**config.mk**
```make
export PLATFORM = sky130hd
export DESIGN_NAME = mano_io_ctrl
export DESIGN_NICKNAME = d
export VERILOG_FILES = /design/src/rtl/mano_io_ctrl.sv
export SDC_FILE = /design/constraint.sdc
export NUM_CORES = 1
export LEC_CHECK = 0
export CORE_MARGIN = 2
export CORE_UTILIZATION = 57
export DETAILED_ROUTE_END_ITERATION = 6
export GPL_TIMING_DRIVEN = 0
export PLACE_DENSITY = 0.89
export SETUP_SLACK_MARGIN = 0.5
export SLEW_MARGIN = 10
export SYNTH_ARGS = -nofsm -noshare
export SYNTH_HDL_FRONTEND = slang
export SYNTH_SLANG_ARGS = --single-unit
```
**constraint.sdc**
```tcl
create_clock -name io_clock -period 5.7 [get_ports io_clock]
set_input_delay 1.14 -clock io_clock [delete_from_list [all_inputs] [get_ports io_clock]]
set_output_delay 1.14 -clock io_clock [all_outputs]
set_load 0.05 [all_outputs]
```
**src/rtl/mano_io_ctrl.sv**
```systemverilog
// mano_io_ctrl: multi-channel character I/O controller. Each channel has one input
// FIFO (device -> CPU) and one output FIFO (CPU -> device), each with an FGI/FGO flag.
// It also has interrupt masks, a registered prioritised interrupt request and sticky error bits.
//
// Ports:
//   io_clock, io_reset_n              clock, async active-low reset
//   cpu_sel/cpu_inp/cpu_rdata         CPU pops one input character (registered result)
//   cpu_out/cpu_wdata                 CPU pushes one output character
//   cpu_mask_we/cpu_mask_i/cpu_mask_o interrupt mask load
//   cpu_err_clr                       clear sticky errors
//   io_fgi/io_fgo                     per-channel input-ready / output-space flags
//   io_irq/io_irq_chan                registered interrupt request, lowest pending channel
//   io_err                            [c] input underflow, [CHANNELS+c] output overflow
//   dev_in_*                          device -> input FIFO, valid/ready
//   dev_out_*                         output FIFO -> device, valid/ready
module mano_io_ctrl #(
  parameter int CHANNELS = 4,
  parameter int DATA_W   = 8,
  parameter int DEPTH    = 4,
  parameter int CH_W     = 2
) (
  input  logic                         io_clock,
  input  logic                         io_reset_n,
  input  logic [CH_W-1:0]              cpu_sel,
  input  logic                         cpu_inp,
  output logic [DATA_W-1:0]            cpu_rdata,
  input  logic                         cpu_out,
  input  logic [DATA_W-1:0]            cpu_wdata,
  input  logic                         cpu_mask_we,
  input  logic [CHANNELS-1:0]          cpu_mask_i,
  input  logic [CHANNELS-1:0]          cpu_mask_o,
  input  logic                         cpu_err_clr,
  output logic [CHANNELS-1:0]          io_fgi,
  output logic [CHANNELS-1:0]          io_fgo,
  output logic                         io_irq,
  output logic [CH_W-1:0]              io_irq_chan,
  output logic [2*CHANNELS-1:0]        io_err,
  input  logic [CHANNELS*DATA_W-1:0]   dev_in_data,
  input  logic [CHANNELS-1:0]          dev_in_valid,
  output logic [CHANNELS-1:0]          dev_in_ready,
  output logic [CHANNELS*DATA_W-1:0]   dev_out_data,
  output logic [CHANNELS-1:0]          dev_out_valid,
  input  logic [CHANNELS-1:0]          dev_out_ready
);

  localparam int PW = $clog2(DEPTH);
  localparam int CW = PW + 1;
  localparam logic [CW-1:0] FULL_CNT = CW'(DEPTH);

  logic [CHANNELS-1:0]   w_ifull, w_iempty, w_ipush, w_ipop, w_uflow;
  logic [CHANNELS-1:0]   w_ofull, w_oempty, w_opush, w_opop, w_oflow;
  logic [CHANNELS-1:0]   w_pend;
  logic [DATA_W-1:0]     w_ihead_dat [CHANNELS];
  logic [DATA_W-1:0]     w_rd_dat;
  logic [CH_W-1:0]       w_chan;

  logic [CHANNELS-1:0]   r_mask_i, r_mask_o;
  logic [2*CHANNELS-1:0] r_err;
  logic [DATA_W-1:0]     r_rdata;
  logic                  r_irq;
  logic [CH_W-1:0]       r_irq_chan;

  genvar c;
  generate
    for (c = 0; c < CHANNELS; c++) begin : g_ch
      logic [DATA_W-1:0] r_imem [DEPTH];
      logic [PW-1:0]     r_ihead, r_itail;
      logic [CW-1:0]     r_icnt;
      logic [DATA_W-1:0] r_omem [DEPTH];
      logic [PW-1:0]     r_ohead, r_otail;
      logic [CW-1:0]     r_ocnt;
      logic              w_sel;

      // A cpu_sel beyond the last channel matches no channel, so strobes to it do nothing.
      assign w_sel = (cpu_sel == CH_W'(c));

      assign w_ifull[c]  = (r_icnt == FULL_CNT);
      assign w_iempty[c] = (r_icnt == '0);
      assign w_ofull[c]  = (r_ocnt == FULL_CNT);
      assign w_oempty[c] = (r_ocnt == '0);

      assign w_ipush[c] = dev_in_valid[c] & ~w_ifull[c];
      assign w_ipop[c]  = cpu_inp & w_sel & ~w_iempty[c];
      assign w_uflow[c] = cpu_inp & w_sel & w_iempty[c];
      // Full is taken from the registered count, so a device pop in the same cycle
      // does not make room for a CPU push.
      assign w_opush[c] = cpu_out & w_sel & ~w_ofull[c];
      assign w_oflow[c] = cpu_out & w_sel & w_ofull[c];
      assign w_opop[c]  = ~w_oempty[c] & dev_out_ready[c];

      assign w_ihead_dat[c] = r_imem[r_ihead];
      assign dev_out_data[c*DATA_W +: DATA_W] = r_omem[r_ohead];

      always_ff @(posedge io_clock or negedge io_reset_n) begin
        if (!io_reset_n) begin
          r_ihead <= '0;
          r_itail <= '0;
          r_icnt  <= '0;
          for (int i = 0; i < DEPTH; i++) r_imem[i] <= '0;
        end else begin
          if (w_ipush[c]) begin
            r_imem[r_itail] <= dev_in_data[c*DATA_W +: DATA_W];
            r_itail         <= r_itail + 1'b1;
          end
          if (w_ipop[c]) r_ihead <= r_ihead + 1'b1;
          case ({w_ipush[c], w_ipop[c]})
            2'b10:   r_icnt <= r_icnt + 1'b1;
            2'b01:   r_icnt <= r_icnt - 1'b1;
            default: r_icnt <= r_icnt;
          endcase
        end
      end

      always_ff @(posedge io_clock or negedge io_reset_n) begin
        if (!io_reset_n) begin
          r_ohead <= '0;
          r_otail <= '0;
          r_ocnt  <= '0;
          for (int i = 0; i < DEPTH; i++) r_omem[i] <= '0;
        end else begin
          if (w_opush[c]) begin
            r_omem[r_otail] <= cpu_wdata;
            r_otail         <= r_otail + 1'b1;
          end
          if (w_opop[c]) r_ohead <= r_ohead + 1'b1;
          case ({w_opush[c], w_opop[c]})
            2'b10:   r_ocnt <= r_ocnt + 1'b1;
            2'b01:   r_ocnt <= r_ocnt - 1'b1;
            default: r_ocnt <= r_ocnt;
          endcase
        end
      end
    end
  endgenerate

  assign io_fgi        = ~w_iempty;
  assign io_fgo        = ~w_ofull;
  assign dev_in_ready  = ~w_ifull;
  assign dev_out_valid = ~w_oempty;
  assign w_pend        = (r_mask_i & io_fgi) | (r_mask_o & io_fgo);

  // At most one channel matches cpu_sel, so at most one pop is active.
  always_comb begin
    w_rd_dat = '0;
    for (int k = 0; k < CHANNELS; k++) begin
      if (w_ipop[k]) w_rd_dat = w_ihead_dat[k];
    end
  end

  // Scan from the top down so the lowest pending index is the one that remains.
  always_comb begin
    w_chan = '0;
    for (int k = CHANNELS - 1; k >= 0; k--) begin
      if (w_pend[k]) w_chan = CH_W'(k);
    end
  end

  always_ff @(posedge io_clock or negedge io_reset_n) begin
    if (!io_reset_n) begin
      r_rdata    <= '0;
      r_mask_i   <= '0;
      r_mask_o   <= '0;
      r_err      <= '0;
      r_irq      <= 1'b0;
      r_irq_chan <= '0;
    end else begin
      if (|w_ipop) r_rdata <= w_rd_dat;
      if (cpu_mask_we) begin
        r_mask_i <= cpu_mask_i;
        r_mask_o <= cpu_mask_o;
      end
      // A new error in the clearing cycle survives the clear.
      r_err <= (cpu_err_clr ? '0 : r_err) | {w_oflow, w_uflow};
      r_irq <= |w_pend;
      if (|w_pend) r_irq_chan <= w_chan;
    end
  end

  assign cpu_rdata   = r_rdata;
  assign io_err      = r_err;
  assign io_irq      = r_irq;
  assign io_irq_chan = r_irq_chan;

endmodule

```
# Yosys cells after proc, flatten, opt, wreduce, memory -nomap -nowiden
# Cells that the tools add are included.
[totals] register_bits=339 in_bits=64 word_cells=309
[classes] add_sub_neg=32 n_lt_le_gt_ge=24 eq_ne=27 n_mux=65 bitwise_logic=72 n_reduce_logical=27
[op_table] op="bitwise mux 32 bit" count=8
[op_table] op="2-to-1 mux 8 bit" count=29
[op_table] op="binary-select mux 8 bit (select 2 bit)" count=8
[op_table] op="demux 8 bit (select 2 bit)" count=8
[op_table] op="greater-or-equal comparator 3 bit (second input constant)" count=16
[op_table] op="inverter 2 -> 3 bit" count=16
[op_table] op="one-hot mux 3 bit (2 select lines)" count=8
[op_table] op="adder 2 x 1 -> 2 bit (second input constant)" count=16
[op_table] op="bitwise AND 1 bit" count=32
[op_table] op="adder 3 x 1 -> 3 bit (second input constant)" count=8
[op_table] op="== test 3 bit (second input constant)" count=8
[op_table] op="zero test 3 bit" count=8
[op_table] op="< comparator 3 x 1 -> 1 bit (second input constant)" count=8
[op_table] op="subtractor 3 x 1 -> 3 bit (second input constant)" count=8
[op_table] op="== test 2 bit (second input constant)" count=10
[op_table] op="== test 2 x 1 -> 1 bit (second input constant)" count=9
[op_table] op="inverter 1 bit" count=16
[op_table] op="inverter 4 bit" count=4
[op_table] op="nonzero test 2 bit" count=8
[op_table] op="bitwise AND 4 bit" count=2
[op_table] op="logical AND 1 bit" count=8
[op_table] op="2-to-1 mux 2 bit" count=4
[op_table] op="OR 8 bit" count=1
[op_table] op="OR reduction 4 bit" count=2
[op_table] op="2 further kinds" count=2

# Longest topological paths before layout
[depth] ltp_word=8 ltp_mapped=11 mapped_depth_nobuf=10

# Least setup slack after synthesis
# No wires, ideal clock.
[synth_path] kind="input -> register" start="in cpu_sel[0]" end="reg g_ch[2].r_icnt[2]" setup_ns=0.079 t_arrival_ns=2.891 required_time_ns=5.621 path_slack_ns=2.730 cell_stages=11 cell_sequence="buf_4 nand3b_2 nand2b_4 buf_8 inv_2 ha_1 inv_1 fa_1 xor2_1 nor2_1 xor2_1"
[synth_via] elab_chain_cells=5 word_cells_on_any_way=7
[synth_rtl] element="from (decl)" line_no="24" rtl="input logic [CH_W-1:0] cpu_sel,"
[synth_rtl] element="== test 2 bit (*)" line_no="75" rtl="assign w_sel = (cpu_sel == CH_W'(c));"
[synth_rtl] element="bitwise AND 1 bit (*) (2 in series)" line_no="83" rtl="assign w_ipop[c] = cpu_inp & w_sel & ~w_iempty[c];"
[synth_rtl] element="== test 2 x 1 -> 1 bit / == test 2 bit (equally long branches)" line_no="106" rtl="case ({w_ipush[c], w_ipop[c]})"
[synth_rtl] element="one-hot mux 3 bit (2 select lines) / nonzero test 2 bit (equally long branches)"
[synth_rtl] element="to (signal assigned)" line_no="107" rtl="2'b10: r_icnt <= r_icnt + 1'b1;"
[synth_rtl] element="to (signal assigned)" line_no="108" rtl="2'b01: r_icnt <= r_icnt - 1'b1;"
[synth_rtl] element="to (signal assigned)" line_no="109" rtl="default: r_icnt <= r_icnt;"
[synth_rtl] element="to (decl)" line_no="68" rtl="logic [CW-1:0] r_icnt;"
# Every way passes the cells marked *; elsewhere a longest branch is shown, timed or not.
# A chain may end at the register's enable or synchronous reset.

# Final worst setup path
[layout_path] start="reg g_ch[2].r_ohead[1]" end="out dev_out_data[18]"
[layout_via] elab_chain_cells=4
[layout_rtl] element="from (decl)" line_no="70" rtl="logic [PW-1:0] r_ohead, r_otail;"
[layout_rtl] element="from (signal assigned)" line_no="125" rtl="if (w_opop[c]) r_ohead <= r_ohead + 1'b1;"
[layout_rtl] element="inverter 2 -> 3 bit (implied by the code)" line_no="92" rtl="assign dev_out_data[c*DATA_W +: DATA_W] = r_omem[r_ohead];"
[layout_rtl] element="binary-select mux 8 bit (select 2 bit)" line_no="92"
[layout_rtl] element="2-to-1 mux 8 bit (implied by the code) (2 in series)" line_no="92"
[layout_rtl] element="to (decl)" line_no="41" rtl="output logic [CHANNELS*DATA_W-1:0] dev_out_data,"
# No other way between the ends. The select of a mux whose other input is x is not followed.

==> results.sh <==
export IMPL_outcome="finished clean"
export IMPL_grt_use_met1_pct=31.2
export IMPL_yosys_warnings=0
export IMPL_fp_dieW_um=169
export IMPL_grt_usage_pct=23.8
export IMPL_clkTransAtPathRegs_ps=60
export IMPL_antenna_found_initial=1
export IMPL_chipHeight_um=169
export IMPL_fmax_mhz=276
export IMPL_yosys_area_top_type="dfrtp_1"
export IMPL_tritoncts="built"
export IMPL_final_max_slew_violation_count=0
export IMPL_period_share_pct=63.5
export IMPL_async_flop_share_pct=100
export IMPL_worstPathMaxFanout=9
export IMPL_yosysSeqAreaShare_pct=54.5
export IMPL_worst_slew_pin_slew_ps=606
export IMPL_hp_start="g_ch[2].r_ocnt[2]"
export IMPL_final_setup_viol_count=0
export IMPL_rows=60
export IMPL_grt_busiest_layer="met2"
export IMPL_cts_buffer_depth=3
export IMPL_fin_util_pct=69.2
export IMPL_path_delay_family="buffers and inverters"
export IMPL_insertion_delay_ps=520
export IMPL_fin_crit_ps=3620
export IMPL_num_io_pins=131
export IMPL_ys_ff_latch=339
export IMPL_met3_usage_pct=4.73
export IMPL_synth_simple_area_share_pct=5.27
export IMPL_synth_fa_ha_area_share_pct=4.24
export IMPL_cts_setup_buffers=0
export IMPL_hold_violations=0
export IMPL_leakagePower_nw=8.11
export IMPL_postRouteAntennaNets=0
export IMPL_startpoint="g_ch[2].r_ohead[1]"
export IMPL_drt_iter0_markers=582
export IMPL_grt_start_max_net_pins=113
export IMPL_io_buffer_count=126
export IMPL_cp_arrival_ps=2480
export IMPL_crit_slowest_cell="clkdlybuf4s50_1"
export IMPL_grt_pass1_vias=9923
export IMPL_drive_above_1_share_pct=32.1
export IMPL_die_area_um2=28700
export IMPL_cap_viol_max_count=0
export IMPL_power_density_nw_per_um2=635
export IMPL_skew_ps=18.4
export IMPL_postRouteWirelength_um=32500
export IMPL_synthTopCellsByCount="dfrtp_1 (339), mux2_2 (223), mux4_2 (64), inv_1 (59), nand2_1 (43)"
export IMPL_synth_xor_area_share_pct=2.70
export IMPL_netlist_area_leader_share_pct=54.5
export IMPL_grt_pass1_wl_um=53200
export IMPL_gp_congestion=0.801
export IMPL_hold_class="reg -> reg"
export IMPL_relSlewSlack_pct=59.5
export IMPL_endpoint_kind="primary output"
export IMPL_post_cts_resized=0
export IMPL_worstSetupStartpointType="flop"
export IMPL_start_util_pct=57.9
export IMPL_synthMuxAreaShare_pct=28.5
export IMPL_wl_per_cell_um=20.4
export IMPL_finalSetupTns_ps=0
export IMPL_worstSetupPathType="reg -> out"
export IMPL_syn_cell_area_um2=15600
export IMPL_final_area_um2=18600
export IMPL_synth_top_family_by_area="multiplexers"
export IMPL_detailed_place_hpwl_um=22300
export IMPL_placed_area_um2=17300
export IMPL_ir_drop_mv=0.326
export IMPL_overflow=0
export IMPL_routed_via_count=9126
export IMPL_drt_vias_per_instance=5.74
export IMPL_first_pass_iters=4
export IMPL_crit_buf_inv=2
export IMPL_core_area_um2=26900
export IMPL_synth_fp_nets=1164
export IMPL_grt_setup_unrepaired="false"
export IMPL_grt_use_met2_pct=40.0
export IMPL_synth_cell_types=47
export IMPL_synth_edf_count=0
export IMPL_timing_rr_start="g_ch[3].r_icnt[2]"
export IMPL_synthCells=1052
export IMPL_h_tree_depth=2
export IMPL_postSynthAreaPerCell_um2=14.8
export IMPL_syn_to_final_growth_pct=19.4
export IMPL_synth_compound_area_share_pct=1.93
export IMPL_synthTopCellsByArea="dfrtp_1 (54%), mux2_2 (16%), mux4_2 (9.3%)"
export IMPL_cts_hold_buf=0
export IMPL_required_ps=4560
export IMPL_cts_root_buf="clkbuf_16"
export IMPL_slowest_delay_ps=810
export IMPL_cts_sinks=339
export IMPL_yosysMostFrequentCell="dfrtp_1"
export IMPL_cp_cell_sequence="buf_1, mux4_2, clkdlybuf4s50_1"
export IMPL_drc=0
export IMPL_cts_inserted_buffers=36
export IMPL_ys_flop_type="dfrtp_1"
export IMPL_nets=1331
[area by class of cell]
class	instances	area (um2)
fill	1761	8290
multi-input combinational	612	6650
clock buffer	50	1040
inverter	61	231
antenna	2	5.00
timing repair buffer	129	1350
buffer	40	209
clock inverter	15	193
sequential	339	8480
tap	341	427
[metal layers]
metal  vias up  part of all wire [%]
met5         -                     0
met4         0                   2.9
met3        58                   5.1
met2       202                    50
met1      4774                    42
li1       4092                     -
[through the flow]
stage	std cells	power [W]	setup WS, ps	hold WS, ps
2_1_floorplan	1052	0.00791	2730	446
3_3_place_gp	1519	0.00916	-10820	461
3_5_place_dp	1522	0.00939	2110	468
4_1_cts	1587	0.0119	2050	479
5_1_grt	1587	0.0124	1980	500
6_report	1589	0.0118	2080	477
[worst paths after layout]
check                                           to  slack (ps)  cells past startpoint
worst max-delay path              dev_out_data[18]        2080                      3
worst min-delay path             g_ch[2].r_ocnt[2]         480                      1
worst max register to register   g_ch[3].r_icnt[2]        3140                     10
worst min register to register   g_ch[2].r_ocnt[2]         480                      1
max in group asynchronous       g_ch[2].r_imem[21]        3930                      3
min in group asynchronous       g_ch[1].r_omem[17]         510                      1
[logic make-up after synthesis]
| logic type | after synthesis |
|---|---|
| DFF | 339 |
| buffers and inverters | 101 |
| and+or+nand+nor | 145 |
| muxes | 331 |
| AOI/OAI and AO/OA | 40 |
| xor gates and xnor gates | 48 |
| adders and majority gates | 48 |
[report_power, final]
| group | switching, W | internal (W) |
|---|---|---|
| Sequential | 0.000648 | 0.00358 |
| Clock | 0.000952 | 0.00147 |
| Combinational | 0.00271 | 0.00245 |
[sequential cells by signal, summed over array words and instances, names as in the netlist]
register / flops
io_irq_chan: 2
g_ch.r_omem: 128
g_ch.r_icnt: 12
r_mask_i: 4
g_ch.r_ocnt: 12
g_ch.r_ihead: 8
r_mask_o: 4
g_ch.r_imem: 128
g_ch.r_itail: 8
g_ch.r_ohead: 8
cpu_rdata: 8
g_ch.r_otail: 8
io_irq: 1
io_err: 8
[placed cells by master (no fill, tap or decap), types with 14 or more instances in the layout]
cell             count
clkbuf_1            23
ha_1                40
xnor2_1             25
nand3_1             26
clkdlybuf4s50_1    125
xor2_1              23
mux2_1              41
mux2_2             223
clkbuf_16           37
inv_1               59
or3_1               14
mux4_2              64
nand2_2             16
nand2_1             43
dfrtp_1            339
Power figures use the tool's default switching activity.
